### src/rtl/wb_stage.sv
// MEM/WB pipeline register and writeback stage.
// Captures memory-stage results, extracts and extends load data, drives the
// register file write port one cycle later and counts retired instructions.
module wb_stage #(
    parameter logic [31:0] RESET_PC = 32'h0000_0000
) (
    input  logic        clk,
    input  logic        rst,
    input  logic        stall_in,
    input  logic        flush_in,
    input  logic        mem_valid,
    input  logic [31:0] mem_pc,
    input  logic [4:0]  mem_rd,
    input  logic        mem_reg_write,
    input  logic [1:0]  mem_wb_sel,
    input  logic [31:0] mem_alu_result,
    input  logic [31:0] mem_imm,
    input  logic [2:0]  mem_funct3,
    input  logic [31:0] mem_rdata,
    output logic [4:0]  Wt_addr,
    output logic [31:0] Wt_data,
    output logic        RegWrite,
    output logic        wb_valid,
    output logic [31:0] wb_pc,
    output logic [31:0] retired_count
);

    localparam logic [1:0] SEL_ALU  = 2'b00;
    localparam logic [1:0] SEL_LOAD = 2'b01;
    localparam logic [1:0] SEL_PC4  = 2'b10;
    localparam logic [1:0] SEL_IMM  = 2'b11;

    localparam logic [2:0] F3_LB  = 3'b000;
    localparam logic [2:0] F3_LH  = 3'b001;
    localparam logic [2:0] F3_LBU = 3'b100;
    localparam logic [2:0] F3_LHU = 3'b101;

    logic [1:0]  byte_off;
    logic [7:0]  load_byte;
    logic [15:0] load_half;
    logic [31:0] load_data;
    logic [31:0] pc_plus4;
    logic [31:0] wb_data_next;
    logic        reg_write_next;
    logic [31:0] retire_q;

    assign byte_off = mem_alu_result[1:0];

    // Pick the addressed byte and halfword out of the aligned memory word
    always_comb begin
        load_byte = mem_rdata[7:0];
        case (byte_off)
            2'd0: load_byte = mem_rdata[7:0];
            2'd1: load_byte = mem_rdata[15:8];
            2'd2: load_byte = mem_rdata[23:16];
            2'd3: load_byte = mem_rdata[31:24];
            default: load_byte = mem_rdata[7:0];
        endcase
        // a[0] is ignored for halfword loads; misaligned halves are not split
        load_half = byte_off[1] ? mem_rdata[31:16] : mem_rdata[15:0];
    end

    // Sign- or zero-extend according to load width; unknown widths act as LW
    always_comb begin
        load_data = mem_rdata;
        case (mem_funct3)
            F3_LB:   load_data = {{24{load_byte[7]}}, load_byte};
            F3_LBU:  load_data = {24'd0, load_byte};
            F3_LH:   load_data = {{16{load_half[15]}}, load_half};
            F3_LHU:  load_data = {16'd0, load_half};
            default: load_data = mem_rdata;
        endcase
    end

    assign pc_plus4 = mem_pc + 32'd4;

    // Writeback source select
    always_comb begin
        wb_data_next = mem_alu_result;
        case (mem_wb_sel)
            SEL_ALU:  wb_data_next = mem_alu_result;
            SEL_LOAD: wb_data_next = load_data;
            SEL_PC4:  wb_data_next = pc_plus4;
            SEL_IMM:  wb_data_next = mem_imm;
            default:  wb_data_next = mem_alu_result;
        endcase
    end

    // x0 is never written, but address and data are still captured
    assign reg_write_next = mem_valid & mem_reg_write & (mem_rd != 5'd0);

    // MEM/WB register: stall holds, flush inserts a bubble, otherwise capture
    always_ff @(posedge clk or posedge rst) begin
        if (rst) begin
            wb_valid <= 1'b0;
            wb_pc    <= RESET_PC;
            Wt_addr  <= 5'd0;
            Wt_data  <= 32'd0;
            RegWrite <= 1'b0;
        end else if (!stall_in) begin
            if (flush_in) begin
                wb_valid <= 1'b0;
                wb_pc    <= mem_pc;
                Wt_addr  <= 5'd0;
                Wt_data  <= 32'd0;
                RegWrite <= 1'b0;
            end else begin
                wb_valid <= mem_valid;
                wb_pc    <= mem_pc;
                Wt_addr  <= mem_rd;
                Wt_data  <= wb_data_next;
                RegWrite <= reg_write_next;
            end
        end
    end

    // Retire counter: the WB instruction retires when it leaves an unstalled stage
    always_ff @(posedge clk or posedge rst) begin
        if (rst) begin
            retire_q <= 32'd0;
        end else if (!stall_in && wb_valid) begin
            retire_q <= retire_q + 32'd1;
        end
    end

    assign retired_count = retire_q;

endmodule

### config.mk
export PLATFORM = sky130hd
export DESIGN_NAME = wb_stage
export DESIGN_NICKNAME = d
export VERILOG_FILES = /design/src/rtl/wb_stage.sv
export SDC_FILE = /design/constraint.sdc
export NUM_CORES = 1
export LEC_CHECK = 0
export ABC_CLOCK_PERIOD_IN_PS = 3600
export BUFFER_PORTS_ARGS = -buffer_cell sky130_fd_sc_hd__buf_2
export CORE_MARGIN = 2
export CORE_UTILIZATION = 45
export DETAILED_ROUTE_END_ITERATION = 10
export GPL_ROUTABILITY_DRIVEN = 0
export PLACE_DENSITY_LB_ADDON = 0.3
export SETUP_SLACK_MARGIN = 0.3
export SLEW_MARGIN = 10
export SYNTH_ARGS = -nofsm -noshare
export SYNTH_HDL_FRONTEND = slang
export SYNTH_SLANG_ARGS = --single-unit
### constraint.sdc
create_clock -name clk -period 3.6 [get_ports clk]
set_input_delay 0.36 -clock clk [delete_from_list [all_inputs] [get_ports clk]]
set_output_delay 0.36 -clock clk [all_outputs]
set_load 0.02 [all_outputs]
# Word level (Yosys, flattened, before mapping)
# Cells that the tools add are included.
# op_classes
n_reduce_logical,6
add_sub_neg,2
n_eq_ne,9
bitwise_logic,2
mux,8
# ops
op,n
$pmux W32 S4,2
$add A32 B1 Y32 const B,1
$add A32 B3 Y32 const B,1
$mux W32,1
$pmux W8 S4,1
$mux W16,1
$eq A2 B2 Y1 const B,4
$eq A3 B3 Y1 const B,2
$mux W5,1
$reduce_bool A5 Y1,1
$eq A2 B1 Y1 const B,2
$logic_not A2 Y1,2
$eq A3 B1 Y1 const B,1
$logic_not A3 Y1,1
$and A1 B1 Y1,2
$mux W1,2
$logic_and A1 B1 Y1,1
$logic_not A1 Y1,1
# word_totals
reg_bits,103
out_inout_bits,103
elab_cells,33

# Logic depth before layout (Yosys ltp)
# Gate-level depths: netlist of run 1.
# depth
word_depth,5
depth_mapped,8
ltp_nobuf,6

# Worst setup path after synthesis of run 1
# No wires, ideal clock.
# synth_path
path_kind,register to register
from,reg retire_q[4] (netlist: retired_count[4])
to,reg retire_q[25] (netlist: retired_count[25])
synth_period_minus_slack_ns,1.977
setup_time_ns,0.129
stages_incl_launch_ff,7
path_buffers,1
path_slack_ns,1.623
arrival_ns,1.848
path_cell_list,dfrtp_1 -> nand4_1 -> or3_1 -> clkbuf_1 -> nor4_4 -> nand4_1 -> xnor2_1
# synth_between
elab_chain_cells,1
# synth_lines
item,line_no,source
start: declaration,45,logic [31:0] retire_q;
start signal: assignment,122,retire_q <= retire_q + 32'd1;
$add A32 B1 Y32,122,
# Every way passes these cells.
# A chain may end at the register's enable or synchronous reset.

# Final worst setup path of run 1
# layout_path
from,reg retire_q[4] (netlist: retired_count[4])
to,reg retire_q[30] (netlist: retired_count[30])
# The elaborated chain is that of the path after synthesis.

==> metrics.md, run 1 <==
| Metric | Value |
|---|---|
| Status | finished clean |
| Cts repair resizes | 0 |
| DP Wirelength | approximately 16000 µm |
| Num Clock Sinks | 103 |
| Largest net degree at the start of global routing | 74 |
| Setup Skew | 0.00820 ns |
| Setup_tns | 0 ns |
| Period Utilization, post-route | 56.9% |
| Post-CTS Hold Buffers | 0 |
| Critical Path Sink | retired_count[30] |
| Post-synth EDFFs | 0 |
| Depth of the CTS H-tree | 3 |
| Cell variety after synth | 57 |
| Post-Syn Instances | around 650 |
| Number of synthesized register bits | approximately 100 |
| R2r setup slk | 1.55 ns |
| TritonCTS clock tree | yes |
| Hold Vio Cnt, Final | 0 |
| Maximum vdd drop | 266 µV |
| Post-CTS setup buffer count | 0 |
| PwrDens | 412 nW/µm² |
| Share of layout cells above drive strength 1 | a little over a third |
| Hold slack final | 0.194 ns |
| Cell Area, Synth | 6030 µm² |
| Synth area leader | dfrtp_1 |
| Max-slew headroom | 36.4% |
| Die ar. | 14400 µm² |
| Worst r2r dst | retired_count[30] |
| Clk pin slew, worst setup/hold paths | 0.08 ns |
| CP Data Required Time | between 3 and 4 ns |
| Cells on worst reg2reg path | 5 |
| Filler cells | roughly 1200 |
| Antenna Nets Post-Route | 0 |
| First-pass GRT wire length | 31600 µm |
| Nets | around 1000 |
| Minimum clock period | about 2 ns |
| Final instance area | between 7000 and 8000 µm² |
| Post-placement cell area | 7380 µm² |
| Syn Area/Cell | 9.34 µm² |
| Hold Crit Class | in -> async |
| Starting Density | a little under half |
| Initial antenna violation count | 3 |
| CP Launch Point | retired_count[4] |
| Core region area | 13200 µm² |
| Die Y | 120 µm |
| Total power | 3.18 mW |
| Share of the synthesized area in the top cell type | 42.7% |
| Drt pass-1 iters | 5 |
| Leak pwr | 3.60 nW |
| Port Buffer Count | 246 |
| Syn Nets | 792 |
| Area growth from synthesis to layout | 28.1% |
| # setup viols final | 0 |
| Ys flop type | dfrtp_1 |
| # IOs | 247 |
| Root Driver | clkbuf_16 |
| CP startpoint kind | flop |
| Congestion Overflow GR | 0 |
| Final setup margin | between 1.5 and 2 ns |
| Worst Path Arrival | 2.30 ns |
| Core Util, Final | 58.6% |
| RSZ-0062 raised after global routing | no |
| Vias post-DR | slightly above 6000 |
| Drc violations | 0 |
| Sequential element share of the synthesized area | around 43% |
| CP max FO | 6 |
| Setup WS pre-CTS | ~1.3 ns |
| Ys async rst share | 100% |
| Placed cells | slightly above 1000 |
| Fin. max-slew vios | 0 |
| FMAX | 0.488 GHz |
| Row count | 42 |
| Synth top area cells | dfrtp_1, mux2_2, o21ai_0 |
| Cell Count, Final, Fillers Out | 1052 |
| Clock buffer depth | 2 |
| Worst-Margin Slew | about 0.94 ns |
| DR vias/cell | between 5 and 6 |
| Initial DRC Count | 646 |
| CTS buffer count | 9 |
| Worst setup path class | reg -> reg |
| Worst-Skew Late Latency | 0.36 ns |
| Yosys warning total | 0 |
| Tot GR Track Use | 28.7% |
| Die W | 120 µm |
| Number of global-route vias before repair | ~5700 |
| # Max-Cap Violations | 0 |
| Wire length per cell | 19.8 µm |
| Crit end category | flop |
| Worst R2R Start | retired_count[4] |
| Drt total wl | 20900 µm |
cell type report:
class	count	area (µm²)	area share (%)
Multi-Input combinational cell	489	3240	41.9
Sequential cell	103	2580	33.3
Timing Repair Buffer	252	1290	16.7
Clock buffer	9	225	2.91
Tap cell	176	220	2.85
Clock inverter	7	115	1.49
Inverter	13	51.3	0.664
Antenna cell	3	7.51	0.0971
state kept, by name, summed over array words and instances, names as in the netlist:
register       count
retired_count     32
RegWrite           1
wb_pc             32
Wt_data           32
Wt_addr            5
wb_valid           1
worst max-delay path: stages (launching register included):
cell and delay, ns:
dfrtp_1 0.45, nand4_1 0.19, or3_1 0.54, nor3_2 0.44
nand4_1 0.17, xnor2_1 0.15
synthesized netlist by cell type, drive strengths merged, types with 4 or more instances:
cell / count
a21oi: 22
a221oi: 20
a22o: 10
a22oi: 5
a31oi: 4
a32oi: 11
and2: 5
and3: 5
and4: 10
buf: 8
clkbuf: 33
dfrtp: 103
inv: 13
mux2: 35
mux2i: 8
nand2: 80
nand2b: 16
nand3: 21
nand4: 18
nor2: 28
nor2b: 4
nor3: 13
nor4: 7
o211ai: 9
o21ai: 64
o22ai: 6
or3: 5
or4: 5
xnor2: 34
xor2: 10
cells in the final DEF, fill, tap and decap left out, drive strengths merged, types with 3 or more instances in the layout:
| cell type | count |
|---|---|
| o21a | 3 |
| a221o | 3 |
| nor2 | 28 |
| mux2i | 8 |
| inv | 16 |
| a31oi | 4 |
| o211ai | 9 |
| and4 | 10 |
| o22ai | 6 |
| nor3 | 13 |
| clkbuf | 9 |
| a22o | 10 |
| dfrtp | 103 |
| o21ai | 64 |
| or3 | 5 |
| nand3 | 21 |
| a211oi | 3 |
| a221oi | 20 |
| xnor2 | 34 |
| mux2 | 35 |
| and2 | 5 |
| buf | 252 |
| or4 | 5 |
| nand4 | 18 |
| diode | 3 |
| nor4 | 7 |
| xor2 | 10 |
| nand2b | 16 |
| o31a | 3 |
| and3 | 5 |
| a32oi | 11 |
| a21oi | 22 |
| nand2 | 80 |
| a22oi | 5 |
| nor2b | 4 |
| nor3b | 3 |
cell families after synthesis:
kind of cell	after synthesis	synth area share (%)
simple gates	225	19.5
compound gates	175	19.6
flops	103	42.7
buf+inv	54	3.59
xor+xnor	44	6.39
mux	43	7.86
fa+ha+maj	2	0.415
how the worst min path moves through the flow:
stage | startpoint | end | slack [ns] | depth (start not counted)
6_report | rst | wb_pc[28] | 0.19 | 2
5_1_grt | flush_in | Wt_addr[3] | 0.24 | 2
4_1_cts | mem_rd[0] | Wt_addr[0] | 0.24 | 2
3_5_place_dp | retired_count[31] | retired_count[31] | 0.46 | 1
3_3_place_gp | retired_count[31] | retired_count[31] | 0.46 | 1
2_1_floorplan | flush_in | Wt_addr[3] | 0.47 | 1
power by group:
part / leakage [nW] / internal [mW] / switching, mW / total [mW]
clock: 0.163 / 0.629 / 0.499 / 1.13
combinational: 2.11 / 0.276 / 0.448 / 0.723
sequential: 1.33 / 1.26 / 0.0772 / 1.33
layer usage:
metal / wire [µm] / track usage [%] / vias up / share of wire (%)
met3: 2040 / 8.13 / 55 / 9.8
met5: 0 / 0 / - / 0
met2: 9200 / 42.0 / 357 / 44
met1: 8880 / 40.0 / 2974 / 43
li1: - / - / 2839 / -
met4: 741 / 11.8 / 0 / 3.6
(Power assumes the default switching activity.)
==> run 2, diff against run 1 <==
--- a/config.mk
+++ b/config.mk
@@ -5,7 +5,8 @@
 export SDC_FILE = /design/constraint.sdc
 export NUM_CORES = 1
 export LEC_CHECK = 0
-export ABC_CLOCK_PERIOD_IN_PS = 3600
+export ABC_AREA = 1
+export ABC_CLOCK_PERIOD_IN_PS = 1850
 export BUFFER_PORTS_ARGS = -buffer_cell sky130_fd_sc_hd__buf_2
 export CORE_MARGIN = 2
 export CORE_UTILIZATION = 45
==> constraint.sdc (replaced) <==
create_clock -name clk -period 1.85 [get_ports clk]
set_input_delay 0.185 -clock clk [delete_from_list [all_inputs] [get_ports clk]]
set_output_delay 0.185 -clock clk [all_outputs]
set_load 0.02 [all_outputs]
==> run 2 against run 1 <==
- combinational power rose by 140%
- die area rose by 14%
- cell count rose by 46%
- power rose by 100%
- cell area rose by 16%
- synthesized cell count rose by 68%
- clock skew fell by 0.0021 ns
- sequential power rose by 100%
- worst setup slack got worse by 1.2 ns
- fmax rose by 32%
- synthesized area rose by 14%
- largest cell class unchanged
==> metrics.md, run 2 <==
| Metric | Value |
|---|---|
| Synth area leader | dfrtp_1 |
| Die Y | between 100 and 150 µm |
| CP max stage delay | 0.45 ns |
| DP Wirelength | ~20000 µm |
| Worst setup path class | reg -> reg |
| Cell variety after synth | 34 |
| Core region area | 15100 µm² |
| # Max-Cap Violations | 0 |
| Crit-path leading delay family | simple AND/OR/NAND/NOR gates |
| Port Buffer Count | roughly 250 |
| Die W | 128 µm |
| TritonCTS clock tree | yes |
| Initial antenna violation count | 1 |
| CTS buffer count | 9 |
| Critical Path Most Common Cell | nand3_1 |
| Leak pwr | 4.98 nW |
| Vias post-DR | 8155 |
| Num Clock Sinks | 103 |
| Setup Skew | ~0.006 ns |
| Ys async rst share | 100% |
| Congestion Overflow GR | 0 |
| Area growth from synthesis to layout | 30.0% |
| Drc violations | 0 |
| Status | finished clean |
| CP startpoint kind | flop |
| Row count | 45 |
| Number of synthesized register bits | around 100 |
| Tot GR Track Use | a little under a third |
| Fin. max-slew vios | 0 |
| Syn Area/Cell | 6.34 µm² |
| Depth of the CTS H-tree | 3 |
| Clock buffer depth | 2 |
| Most frequent cells in the layout | nand2_1, buf_2, nor2_1 |
| Hold Vio Cnt, Final | 0 |
| CP Data Required Time | 2.09 ns |
| Final setup margin | 0.300 ns |
| Max-slew headroom | 60.8% |
| CP max FO | 4 |
| Sw power | 2.19 mW |
| Synth top cells by count | nand2_1, nor2_1, dfrtp_1 |
| Starting Density | 45.7% |
| Drt pass-1 iters | 5 |
| First-pass GRT wire length | 39100 µm |
| Root Driver | clkbuf_16 |
| Internal Power | 4.33 mW |
| Nets | 1491 |
| Net Sw Frac | 33.6% |
| Minimum clock period | 1.55 ns |
| Clock share of power | about a third |
| Buf/Inv on CP | 1 |
| Setup WS pre-CTS | 0.106 ns |
| Slowest cell on crit path | dfrtp_1 |
| Worst-Margin Slew | 0.587 ns |
| Synth top area cells | dfrtp_1, nand2_1, nor2_1 |
| CP Cell Sequence | nand2_1 -> nor2_1 -> nand3_1 -> nor2_2 -> nand3_1 -> xor2_1 -> inv_1 |
| # setup viols final | 0 |
| Worst Path Arrival | 1.79 ns |
| Crit end category | flop |
| FMAX | ~0.65 GHz |
| RSZ-0062 raised after global routing | yes |
| Post-Syn Instances | 1088 |
| Wire length per cell | 16.8 µm |
| Initial DRC Count | roughly 870 |
| Number of global-route vias before repair | 7475 |
| Commonest non-fill, non-tap cell in the layout | nand2_1 |
| Yosys warning total | 0 |
| Period Utilization, post-route | 83.8% |
| Hold Crit Class | in -> reg |
| Cell Area, Synth | 6900 µm² |
| Filler cells | 1470 |
| Syn Nets | 1234 |
| Setup_tns | 0 ns |
| Clk pin slew, worst setup/hold paths | roughly 0.07 ns |
| Drt total wl | between 20000 and 30000 µm |
| Total power | 6.52 mW |
| PwrDens | 727 nW/µm² |
| Comb pwr share | 26.1% |
| Post-synth EDFFs | 0 |
| # IOs | 247 |
| Largest net degree at the start of global routing | 57 |
| Antenna Nets Post-Route | 0 |
| Share of the synthesized area in the top cell type | 37.3% |
| Share of layout cells above drive strength 1 | 26.7% |
| Die ar. | 16300 µm² |
| Maximum vdd drop | 574 µV |
| Ys flop type | dfrtp_1 |
| DR vias/cell | between 5 and 6 |
| Sequential element share of the synthesized area | 37.3% |
| Top-count cell post-synth | nand2_1 |
| Sequential share of power | 40.9% |
| Worst-Skew Late Latency | 0.35 ns |
run 2: cell count changes after synthesis, sizes merged, moves of 16 or more:
cell	delta
a221oi	-20
xnor2	-30
mux2	-35
inv	+85
a21oi	+26
nor2	+150
nand3	+46
nand2b	-16
nand2	+332
run 2: final timing paths:
kind / startpoint / end / slack [ns] / cells past startpoint
worst max-delay path: retired_count[10] / retired_count[23] / 0.30 / 7
worst min-delay path: mem_valid / wb_valid / 0.06 / 3
worst max register to register: retired_count[10] / retired_count[23] / 0.30 / 7
worst min register to register: Wt_data[3] / Wt_data[3] / 0.48 / 2
max in group asynchronous: rst / Wt_data[17] / 0.79 / 4
min in group asynchronous: rst / wb_pc[7] / 0.44 / 3
run 2: repair_timing:
item	CTS	global route
setup endpoints to repair	4	16
hold buffers	1	0
gates cloned	0	0
endpoints found under the hold margin	22	0
gates resized for setup	3	34
pin swaps	1	10
buffers inserted	1	15
run 2: layout make-up:
cell class / count / area, µm² / share of cell area, %
multi-input cells: 849 / 3900 / 43.4
flip-flops and latches: 103 / 2590 / 28.9
repair buffers: 282 / 1530 / 17.1
inverters: 100 / 383 / 4.27
clock buffers: 12 / 256 / 2.86
well taps: 188 / 235 / 2.62
clock inverters: 4 / 76.3 / 0.851
diodes: 1 / 2.50 / 0.0279
run 2: per-layer routing:
| metal | up-vias | track usage [%] | wire, µm |
|---|---|---|---|
| met5 | - | 0 | 0 |
| met4 | 0 | 15.6 | 1420 |
| met3 | 90 | 5.63 | 2520 |
| met2 | 478 | 49.0 | 11500 |
| met1 | 3653 | 40.9 | 10300 |
| li1 | 3934 | - | - |
run 2: logic make-up (layout without fill, tap and decap cells):
logic type               after synthesis  in the layout  share of synthesized area, %
AO/OA/AOI/OAI                        131            131                          9.97
XOR/XNOR                              23             23                          2.92
adder cells (fa/ha/maj)                2              2                         0.363
buffers and inverters                136            398                          7.92
flip-flops                           103            103                          37.3
other                                  0              1                             0
AND/OR/NAND/NOR                      693            693                          41.5
run 2: stage by stage:
| stage | instance area [µm²] | util (%) | std cells | hold WS, ns |
|---|---|---|---|---|
| after detailed placement | 8370 | 55.5 | 1505 | 0.279 |
| after CTS | 8740 | 57.9 | 1523 | 0.0553 |
| after floorplan | 6910 | - | 1088 | 0.295 |
| final | 8970 | 59.5 | 1539 | 0.0632 |
| after global placement | 8370 | 55.5 | 1505 | 0.281 |
| after global routing | 8970 | 59.5 | 1539 | 0.0678 |
run 2: power groups by stage:
stage | Combinational, mW | Clock, mW | Sequential [mW]
3_5_place_dp | 1.63 | 0 | 2.69
5_1_grt | 1.87 | 2.28 | 2.69
2_1_floorplan | 0.689 | 0 | 2.92
4_1_cts | 1.64 | 2.19 | 2.65
6_report | 1.71 | 2.15 | 2.67
3_3_place_gp | 1.61 | 0 | 2.68
run 2: worst reg2reg max path, cell delays in order, from the launching register on:
cell and delay, ns:
dfrtp_1 0.45, nand2_1 0.16, nor2_1 0.22, nand3_1 0.12, nor2_2 0.17, nand3_1 0.11
xor2_1 0.16, inv_1 0.06
==> run 3, diff against run 2 <==
--- a/config.mk
+++ b/config.mk
@@ -6,7 +6,7 @@
 export NUM_CORES = 1
 export LEC_CHECK = 0
 export ABC_AREA = 1
-export ABC_CLOCK_PERIOD_IN_PS = 1850
+export ABC_CLOCK_PERIOD_IN_PS = 1500
 export BUFFER_PORTS_ARGS = -buffer_cell sky130_fd_sc_hd__buf_2
 export CORE_MARGIN = 2
 export CORE_UTILIZATION = 45
==> constraint.sdc (replaced) <==
create_clock -name clk -period 1.5 [get_ports clk]
set_input_delay 0.15 -clock clk [delete_from_list [all_inputs] [get_ports clk]]
set_output_delay 0.15 -clock clk [all_outputs]
set_load 0.02 [all_outputs]
==> run 3 against run 2 <==
- the flow now finishes with violations (negative setup slack)
- combinational power increased by 42%
- clock power increased by 27%
- non-clock buffer count increased by 43
- sequential cell count unchanged
- fmax decreased by 2.5%
- cell area increased by 9.1%
- clock skew increased by 0.0040 ns
- first-iteration DRC count increased by 13%
- hold slack got worse by 0.049 ns
- sequential share of layout area decreased by 2.2 points
- wire length increased by 12%
- utilization increased by 5.4 points
- critical path type unchanged
- critical endpoint is now retired_count[15]
- largest cell class unchanged
==> metrics.md, run 3 (same netlist as run 2, synthesis figures left out) <==
| Metric | Value |
|---|---|
| Initial DRC Count | slightly below 1000 |
| Cell Count, Final, Fillers Out | 1582 |
| Port Buffer Count | 246 |
| Net Sw Frac | 34.5% |
| Die Y | about 130 µm |
| Die W | 128 µm |
| Internal Power | 5.54 mW |
| Commonest non-fill, non-tap cell in the layout | nand2_1 |
| Fin. max-slew vios | 0 |
| Leak pwr | between 5 and 6 nW |
| Starting Density | roughly 46% |
| # IOs | 247 |
| Clk pin slew, worst setup/hold paths | 0.08 ns |
| Root Driver | clkbuf_16 |
| Worst setup path class | reg -> reg |
| Drc violations | 0 |
| Final setup margin | -0.0897 ns |
| Sw power | 2.92 mW |
| CP Data Required Time | 1.78 ns |
| Drt total wl | about 29000 µm |
| Share of layout cells above drive strength 1 | 34.2% |
| DR vias/cell | 5.53 |
| Post-placement cell area | 8620 µm² |
| Worst Path Arrival | 1.87 ns |
| CP Cell Sequence | nand2_1 -> nor2_2 -> nand3_2 -> nor2_4 -> buf_4 -> buf_4 -> xor2_1 |
| Hold Path End | wb_valid |
| Tot GR Track Use | between 30% and 40% |
| Minimum clock period | approximately 1.6 ns |
| Sequential share of power | 38.9% |
| Status | finished, violations left |
| R2r setup slk | -0.09 ns |
| Congestion Overflow GR | 0 |
| # setup viols final | 12 |
| Core region area | 15100 µm² |
| Wire length per cell | 18.3 µm |
| Setup WS pre-CTS | -0.0263 ns |
| Row count | between 40 and 50 |
| Most frequent cells in the layout | nand2_1, buf_2, nor2_1 |
| Nets | 1534 |
| Placed cells | between 1500 and 2000 |
| Critical Path Most Common Cell | buf_4 |
| Vias post-DR | ~9000 |
| Register area | 2610 µm² |
| Drt pass-1 iters | 7 |
| Cells on worst reg2reg path | 7 |
| Worst-Margin Slew | between 0.5 and 0.6 ns |
| Comb pwr share | ~29% |
| PwrDens | 864 nW/µm² |
| TritonCTS clock tree | yes |
| Worst r2r dst | retired_count[15] |
| Filler cells | 1333 |
| Buf/Inv on CP | 2 |
| Clock buffer depth | 2 |
| Worst R2R Start | retired_count[8] |
| Worst-Skew Late Latency | between 0.3 and 0.4 ns |
| Final instance area | 9790 µm² |
| RSZ-0062 raised after global routing | yes |
| Depth of the CTS H-tree | 3 |
| # Max-Cap Violations | 0 |
| Max-slew headroom | 61.9% |
| FMAX | 0.629 GHz |
| Crit-path leading delay family | simple AND/OR/NAND/NOR gates |
| CP startpoint kind | flop |
| Core Util, Final | 64.9% |
| Slowest cell on crit path | dfrtp_2 |
| Hold Vio Cnt, Final | 0 |
| DP Wirelength | 20200 µm |
| Initial antenna violation count | 1 |
| Period Utilization, post-route | 106% |
| Multi-input gate area | roughly 4200 µm² |
| CTS buffer count | 9 |
| Maximum vdd drop | between 600 and 700 µV |
| Worst hold path cell count | 3 |
| Failing checks | negative setup slack |
| Clock share of power | 32.3% |
| Number of global-route vias before repair | 7818 |
| Crit end category | flop |
| Largest net degree at the start of global routing | 104 |
| CP max FO | 4 |
| Die ar. | ~16000 µm² |
| Hold Crit Class | in -> reg |
| Setup_tns | -0.395 ns |
| CP max stage delay | around 0.42 ns |
| Num Clock Sinks | 103 |
| Setup Skew | 0.0102 ns |
| Worst hold start | mem_valid |
| Antenna Nets Post-Route | 0 |
| Area growth from synthesis to layout | 41.8% |
| First-pass GRT wire length | 40800 µm |
==> run 3: changes by cell type in the layout (fill, tap and decap cells not counted), sizes merged <==
| cell | previous run | this run |
|---|---|---|
| clkinvlp | 2 | 1 |
| inv | 99 | 100 |
| clkbuf | 13 | 11 |
| buf | 280 | 324 |
| clkinv | 1 | 2 |
==> run 3: worst max path at each step <==
| stage | slack, ns | cells after the start | from | to |
|---|---|---|---|---|
| after floorplan | 0.01 | 1 | rst | retired_count[0] |
| after global placement | 0.004 | 10 | mem_pc[10] | Wt_data[14] |
| after detailed placement | -0.03 | 9 | mem_pc[4] | Wt_data[17] |
| after CTS | 0.03 | 8 | retired_count[1] | retired_count[20] |
| after global routing | -0.13 | 7 | retired_count[7] | retired_count[15] |
| final | -0.09 | 7 | retired_count[8] | retired_count[15] |
==> run 3: timing repair <==
action | in CTS | in global routing
hold buffers | 1 | 0
buffers inserted | 28 | 22
pin swaps | 24 | 27
hold endpoints to repair | 103 | 0
setup endpoints to repair | 26 | 50
gates resized for setup | 32 | 89
==> run 3: per-layer routing <==
metal / part of all wire, % / GRT usage, %
met5: 0 / 0
met4: 6.3 / 17.7
met3: 9.0 / 5.97
met2: 46 / 51.5
met1: 38 / 41.9
==> run 3: per-stage QoR <==
stage                     hold WS [ns]  power (mW)
after global placement           0.357        5.41
after CTS                      0.00877        8.21
after global routing            0.0436        8.80
final                           0.0143        8.46
after detailed placement         0.362        5.44
after floorplan                  0.260        4.54
==> run 3: final cells by class <==
class / instances / area share [%]
inverter: 100 / 3.96
clock inverter: 5 / 0.882
sequential: 103 / 26.6
antenna: 1 / 0.0256
tap: 188 / 2.40
multi-input combinational: 849 / 42.8
clock buffer: 11 / 2.58
timing repair buffer: 325 / 20.7
==> run 3: worst min-delay path, cell delays in order <==
cell and delay, ns:
buf_2 0.09, nand2_1 0.05, nand2_1 0.05
==> run 3: power by group through the flow <==
| stage | Clock, mW | Sequential, mW | Combinational (mW) |
|---|---|---|---|
| floorplan | 0 | 3.64 | 0.900 |
| global placement | 0 | 3.34 | 2.07 |
| detailed placement | 0 | 3.35 | 2.10 |
| CTS | 2.73 | 3.28 | 2.21 |
| global route | 2.85 | 3.32 | 2.63 |
| finish | 2.73 | 3.29 | 2.43 |
